--- config.mk ---
export PLATFORM = sky130hd
export DESIGN_NAME = corelet_seq
export DESIGN_NICKNAME = d
export VERILOG_FILES = /design/src/rtl/corelet_seq.sv
export SDC_FILE = /design/constraint.sdc
export NUM_CORES = 1
export LEC_CHECK = 0
export ABC_AREA = 1
export CAP_MARGIN = 5
export CORE_MARGIN = 3
export CORE_UTILIZATION = 50
export CTS_BUF_LIST = sky130_fd_sc_hd__clkbuf_4 sky130_fd_sc_hd__clkbuf_8
export CTS_CLUSTER_SIZE = 40
export DETAILED_ROUTE_END_ITERATION = 8
export PLACE_DENSITY_LB_ADDON = 0.15
export SLEW_MARGIN = 0
export SYNTH_ARGS = -nofsm -noshare
export SYNTH_HDL_FRONTEND = slang
export SYNTH_SLANG_ARGS = --single-unit
--- constraint.sdc ---
create_clock -name clk -period 2.8 [get_ports clk]
set_input_delay 0.56 -clock clk [delete_from_list [all_inputs] [get_ports clk]]
set_output_delay 0.56 -clock clk [all_outputs]
set_load 0.005 [all_outputs]
--- src/rtl/corelet_seq.sv ---
// corelet_seq: tile sequencer for the corelet.
// Drives SRAM reads, L0/IFIFO loads, MAC phases and OFIFO drain.
module corelet_seq #(
  parameter int row        = 8,
  parameter int col        = 8,
  parameter int fifo_depth = 64,
  parameter int addr_bw    = 11
) (
  input  logic               clk,
  input  logic               reset,
  input  logic               start,
  input  logic               abort,
  input  logic               mode,
  input  logic [7:0]         k_len,
  input  logic [addr_bw-1:0] mem_base,
  input  logic               l0_o_full,
  input  logic               ififo_o_full,
  input  logic               ofifo_valid,
  output logic [33:0]        inst,
  output logic               mem_cen,
  output logic [addr_bw-1:0] mem_a,
  output logic               busy,
  output logic               done,
  output logic               err
);

  localparam int cw = $clog2(256 + row + col);

  typedef enum logic [2:0] {
    IDLE, LOAD, KLOAD, EXEC, FLUSH, DRAIN, DONE
  } state_t;

  state_t state, state_n;

  logic [cw-1:0]      cnt, cnt_n, cnt_i;
  logic [cw-1:0]      k_w, e_len;
  logic [7:0]         k_q, k_n;
  logic               md_q, md_n;
  logic [addr_bw-1:0] base_q, base_n;
  logic [33:0]        inst_n;
  logic               cen_n, done_n, err_n;
  logic [addr_bw-1:0] a_n;
  logic               k_ok;

  assign k_w   = cw'(k_q);
  assign e_len = k_w + cw'(row + col - 1);
  assign cnt_i = cnt + cw'(1);
  assign k_ok  = (k_len != 8'd0)
              && (32'(k_len) <= 32'(fifo_depth));
  assign busy  = (state != IDLE);

  // Outputs are computed for the next cycle and registered.
  always_comb begin
    state_n = state;
    cnt_n   = cnt;
    k_n     = k_q;
    md_n    = md_q;
    base_n  = base_q;
    inst_n  = '0;
    cen_n   = 1'b1;
    a_n     = mem_a;
    done_n  = 1'b0;
    err_n   = 1'b0;
    if (abort) begin
      state_n = IDLE;
      cnt_n   = '0;
    end else begin
      unique case (state)
        IDLE: begin
          if (start) begin
            if (k_ok) begin
              state_n = LOAD;
              cnt_n   = '0;
              k_n     = k_len;
              md_n    = mode;
              base_n  = mem_base;
              cen_n   = 1'b0;
              a_n     = mem_base;
            end else begin
              err_n = 1'b1;
            end
          end
        end
        LOAD: begin
          if (inst[2] && (l0_o_full || ififo_o_full)) begin
            state_n = IDLE;
            cnt_n   = '0;
            err_n   = 1'b1;
            a_n     = '0;
          end else if (cnt < k_w) begin
            // Write lags read by the SRAM latency.
            cnt_n     = cnt_i;
            inst_n[2] = 1'b1;
            inst_n[5] = 1'b1;
            if (cnt_i < k_w) begin
              cen_n = 1'b0;
              a_n   = base_q + addr_bw'(cnt_i);
            end
          end else begin
            cnt_n     = '0;
            inst_n[3] = 1'b1;
            if (md_q) begin
              state_n     = EXEC;
              inst_n[1:0] = 2'b10;
              inst_n[4]   = 1'b1;
            end else begin
              state_n     = KLOAD;
              inst_n[1:0] = 2'b01;
            end
          end
        end
        KLOAD: begin
          inst_n[3] = 1'b1;
          if (cnt < cw'(col - 1)) begin
            cnt_n       = cnt_i;
            inst_n[1:0] = 2'b01;
          end else begin
            state_n     = EXEC;
            cnt_n       = '0;
            inst_n[1:0] = 2'b10;
          end
        end
        EXEC: begin
          if (cnt < e_len - cw'(1)) begin
            cnt_n       = cnt_i;
            inst_n[1:0] = 2'b10;
            inst_n[3]   = (cnt_i < k_w);
            inst_n[4]   = md_q && (cnt_i < k_w);
          end else begin
            state_n = FLUSH;
            cnt_n   = '0;
          end
        end
        FLUSH: begin
          if (cnt == '0) begin
            cnt_n = cnt_i;
          end else begin
            state_n = DRAIN;
            cnt_n   = '0;
          end
        end
        DRAIN: begin
          if (cnt == cw'(row)) begin
            state_n = DONE;
            cnt_n   = '0;
            done_n  = 1'b1;
          end else if (ofifo_valid) begin
            cnt_n      = cnt_i;
            inst_n[6]  = 1'b1;
            inst_n[33] = !md_q;
          end
        end
        DONE: begin
          state_n = IDLE;
        end
        default: begin
          state_n = IDLE;
        end
      endcase
    end
  end

  always_ff @(posedge clk) begin
    if (reset) begin
      state   <= IDLE;
      cnt     <= '0;
      k_q     <= '0;
      md_q    <= 1'b0;
      base_q  <= '0;
      inst    <= '0;
      mem_cen <= 1'b1;
      mem_a   <= '0;
      done    <= 1'b0;
      err     <= 1'b0;
    end else begin
      state   <= state_n;
      cnt     <= cnt_n;
      k_q     <= k_n;
      md_q    <= md_n;
      base_q  <= base_n;
      inst    <= inst_n;
      mem_cen <= cen_n;
      mem_a   <= a_n;
      done    <= done_n;
      err     <= err_n;
    end
  end

endmodule

# After elaboration in Yosys (flattened, before gate mapping)
# Cells that the tools add are included.
totals:
  ff_bits: 79
  latch_bits: 0
  ramBits: 0
  romBits: 0
  inputBits: 27
  output_inout_bits: 49
  mem_count: 0
classes:
  add_sub_neg: 4
  n_mul: 0
  div: 0
  magnitude_cmp: 5
  eq_ne: 16
  shift: 0
  muxes: 49
  bitwise: 4
  reduce_logical: 20
op_table:
  columns: ["cell", "count"]
  rows:
  - ["2-to-1 mux 9 bit", 9]
  - ["2-to-1 mux 11 bit", 5]
  - ["one-hot mux 9 bit (6 select lines)", 1]
  - ["2-to-1 mux 3 bit", 8]
  - ["one-hot mux 11 bit (2 select lines)", 1]
  - ["less-than comparator 9 x 8 -> 1 bit", 2]
  - ["one-hot mux 3 bit (6 select lines)", 1]
  - ["2-to-1 mux 1 bit", 12]
  - ["2-to-1 mux 2 bit", 6]
  - ["!= test 2 bit, second input constant", 6]
  - ["!= test 3 bit, second input constant", 4]
  - ["adder 11 x 9 -> 11 bit", 1]
  - ["adder 8 x 4 -> 9 bit, second input constant", 1]
  - ["adder 9 x 1 -> 9 bit, second input constant", 1]
  - ["== test 9 x 4 -> 1 bit, second input constant", 1]
  - ["logical NOT 9 bit", 1]
  - ["less-than comparator 9 x 3 -> 1 bit, second input constant", 1]
  - ["less-than comparator 9 bit", 1]
  - ["subtractor 9 x 1 -> 9 bit, second input constant", 1]
  - ["<= comparator 8 x 7 -> 1 bit, second input constant", 1]
  - ["AND reduction 4 bit", 2]
  - ["nonzero test 8 bit", 1]
  - ["OR reduction 4 bit", 2]
  - ["AND reduction 7 bit", 1]
  - ["other kinds (19)", 28]

# Depth between registers and ports, before layout
depth:
  ltp_word: 6
  depth_mapped: 18
  mapped_depth_nobuf: 18

# Worst setup path before layout
# Ideal clock, no wire load.
synth_path:
  kind: "register -> register"
  from: "register k_q[1]"
  to: "register cnt[7]"
  setup_time_ns: 0.114
  arrival_ns: 2.175
  required_time_ns: 2.686
  slack_ns: 0.512
  path_stages_with_launch: 16
  path_cell_list: "dfxtp_1 inv_1 ha_1 a21oi_1 nand3_1 xor2_1 ha_1 nand2_1 nor2_1 nand3_1 nand4_1 nand2_1 nor2_2 inv_2 a21oi_1 nor2_1"
synth_via:
  elab_chain_len: 5
synth_rtl:
  columns: ["item", "line", "rtl"]
  rows:
  - ["start, declared", "37", "logic [7:0] k_q, k_n;"]
  - ["start signal, assigned", "178", "k_q <= k_n;"]
  - ["adder 8 x 4 -> 9 bit", "46", "assign e_len = k_w + cw'(row + col - 1);"]
  - ["subtractor 9 x 1 -> 9 bit", "124", "if (cnt < e_len - cw'(1)) begin"]
  - ["less-than comparator 9 bit", "124", null]
  - ["2-to-1 mux 9 bit", "124", null]
  - ["one-hot mux 9 bit (6 select lines) *", "68", "unique case (state)"]
  - ["end signal, assigned", "177", "cnt <= cnt_n;"]
  - ["end, declared", "35", "logic [cw-1:0] cnt, cnt_n, cnt_i;"]
# Every way passes the cells marked *; elsewhere a longest branch is shown, timed or not.
# A chain may end at the register's enable or synchronous reset.

# Worst setup path after layout
layout_path:
  from: "register k_q[1]"
  to: "register cnt[4]"
# The elaborated chain is that of the path after synthesis.

==> out/metrics.yaml <==
fin_crit_sh: 0.917
max_stage_delay_ps: 350
diodes: 0
critPathKind: "reg2reg"
yosys.area.top_type: "dfxtp_1"
grt_first_pass_wirelength_um: 16200
die_x_um: 94.3
power_leakage_nw: 2.15
grt_busiest_layer: "met2"
slew_viol_final: 0
postCtsSetupRepairBufs: 0
use_met2: 0.387
tritoncts: "done"
remaining_drc_errors: 0
cp_data_arrival_time_ps: 2820
num-nets-final: 687
crit_buf_inv: 2
grt.total_usage: 0.227
synth_flop_cell: "dfxtp_1"
ioPinCount: 76
wl_per_cell_um: 13.3
yosys-top-cells-area: "dfxtp_1 (27%), nand2_1 (11%), ha_1 (11%)"
cts_root_buffer: "clkbuf_8"
startpoint_type: "flip-flop"
reg2reg_depth: 14
required_ps: 3050
relSlewSlack: 0.493
irDropWorstVdd_uv: 194
coreArea_um2: 7410
swShare: 0.312
hold_depth: 2
critPathCaptureType: "flip-flop"
grt_antenna_before_repair: 0
synth_top_area_frac: 0.272
syn_area_um2: 3900
gp_congestion: 0.929
yosysSeqAreaShare: 0.272
post-synth-top-count-cell: "nand2_1"
rr_endpoint: "cnt[4]"
port_buffers: 49
grt_pass1_vias: 3461
setup_viol: 0
max_freq_mhz: 389
switchingPower_uw: 591
worstSkewPairLatency_ps: 320
comb_power_share: 0.268
yosysWarnings: 0
syn_to_final_growth_pct: 17.4
use_met3: 0.0303
p_per_area_nw_per_um2: 413
fin_cells: 725
synth_common_cells: "nand2_1 (118), inv_1 (64), a21oi_1 (57)"
hold_end: "base_q[0]"
cp_slowest_cell: "dfxtp_1"
cts.sinks: 53
dr.pass1.iters: 5
routed_wl_um: 9610
yosys.cell_types.count: 43
worst_pin_slew_ps: 760
htree_num_levels: 2
vias: 3666
crit_start: "k_q[1]"
hp-class: "reg2reg"
cts_buffers: 5
clkPwrFrac: 0.298
rsz0062_at_grt: "no"
synth_cells: 568
multi_input_area_um2: 2380
hold_viol: 0
cp_max_fo: 9
cap_violations: 0
hold_start: "base_q[0]"
gr-usage-met1: 0.299
r2r_slack_ps: 230
die_h_um: 94.3
synth_edf_count: 0
dr.first_iter.drc_count: 181
synth-seq-cells: 53
crit_chain: "inv_1 -> ha_1 -> a21oi_2 -> nand3_1 -> xor2_1 -> ha_1 -> nand2_1 -> o21a_1 -> nand4_1 -> nand2_1 -> nor2_4 -> inv_2 -> nand3_1 -> a21oi_1"
async_flop_share: 0
status: "finished, final reports clean"
grt_max_degree: 28
initial_core_util: 0.527
fin_crit_ps: 2570
p_int_mw: 1.30
vias_per_cell: 5.06
avgSynthCellArea_um2: 6.87
cts_max_path_buffers: 2
layout-drive-gt1-share: 0.109
grt_overflow: 0
dp_cells: 717
crit_family: "simple AND/OR/NAND/NOR gates"
fill_cells: 686
hpwl_um: 7610
skew_ps: 10.5
final_antenna_net_count: 0
seqCellArea_um2: 1060
rows: 31
pwr-share-seq: 0.434
dieArea_um2: 8900
finalSetupTns_ps: 0
timing.rr.start: "k_q[1]"
path_clk_slew_ps: 100
## power groups by stage
stage	Combinational [mW]	Clock, mW	Sequential [mW]
CTS	0.502	0.574	0.820
global route	0.577	0.600	0.825
finish	0.507	0.564	0.820
global placement	0.490	0	0.836
floorplan	0.355	0	0.834
detailed placement	0.499	0	0.837
## sequential cells by signal (all words and copies together) (netlist names)
| register | count |
|---|---|
| md_q | 1 |
| mem_cen | 1 |
| inst | 7 |
| done | 1 |
| base_q | 11 |
| err | 1 |
| mem_a | 11 |
| k_q | 8 |
| cnt | 9 |
| state | 3 |
## how the worst max path moves through the flow
stage	end	slack, ps	depth (start not counted)
final	cnt[4]	230	14
after global routing	mem_a[9]	0.2	15
after CTS	cnt[7]	160	15
after detailed placement	cnt[7]	200	15
after global placement	cnt[7]	320	15
after floorplan	cnt[7]	510	15
## kinds of logic (layout without fill, tap and decap cells)
logic type      count (synthesis)  after routing  synth area share
compound gates                111            111             0.160
other cells                     1             26          0.000961
flops                          53             53             0.272
simple gates                  245            245             0.287
xor+xnor                        9              9            0.0202
buf+inv                       114            147             0.146
fa+ha+maj                      35             35             0.114
## layout by cell type, fill, tap and decap left out, types with 2 or more instances in the layout
cell	synthesis	final
nand2_1	118	118
inv_1	64	64
a21oi_1	57	55
dfxtp_1	53	52
nor2_1	52	51
clkdlybuf4s50_1	0	49
o21ai_0	35	35
ha_1	34	34
nand3_1	33	33
conb_1	1	26
buf_4	27	15
inv_2	9	9
a21oi_2	7	9
xor2_1	8	8
nand3b_1	7	7
nand4_1	6	6
nor3_1	6	6
clkbuf_8	0	6
nand2_2	5	5
nand3_2	4	4
nor2_2	4	4
nand2_4	3	3
nor2_4	2	3
o21a_1	3	3
inv_6	2	2
or2_2	2	2
## final cells by class
cell class | instances | share of cell area
multi-input cells | 426 | 0.519
flip-flops and latches | 53 | 0.232
repair buffers | 64 | 0.132
inverters | 75 | 0.0637
well taps | 99 | 0.0270
clock buffers | 7 | 0.0197
clock inverters | 1 | 0.00656
## worst min-delay path, stage by stage (launching register included)
cell and delay (ps):
dfxtp_1 320, inv_1 50, a21oi_1 50
## stage by stage
| stage | power [mW] | utilization | setup slack [ps] | hold slack, ps | area (µm²) |
|---|---|---|---|---|---|
| floorplan | 1.19 | - | 512 | 427 | 4000 |
| global placement | 1.33 | 0.600 | 322 | 437 | 4440 |
| detailed placement | 1.34 | 0.600 | 202 | 443 | 4440 |
| CTS | 1.90 | 0.616 | 163 | 459 | 4560 |
| global route | 2.00 | 0.618 | 0.212 | 492 | 4580 |
| finish | 1.89 | 0.618 | 231 | 457 | 4580 |
## per-layer routing
layer,part of all wire,vias up
li1,-,1906
met1,0.45,1646
met2,0.49,102
met3,0.044,12
met4,0.012,0
met5,0,-
## timing repair
item | 4_1_cts | 5_1_grt
hold buffers | 0 | 0
resized for setup | 0 | 5
endpoints found under the hold margin | 0 | 0
endpoints found under the setup margin | 0 | 12
Note: power is estimated with default switching activity, not from simulation.
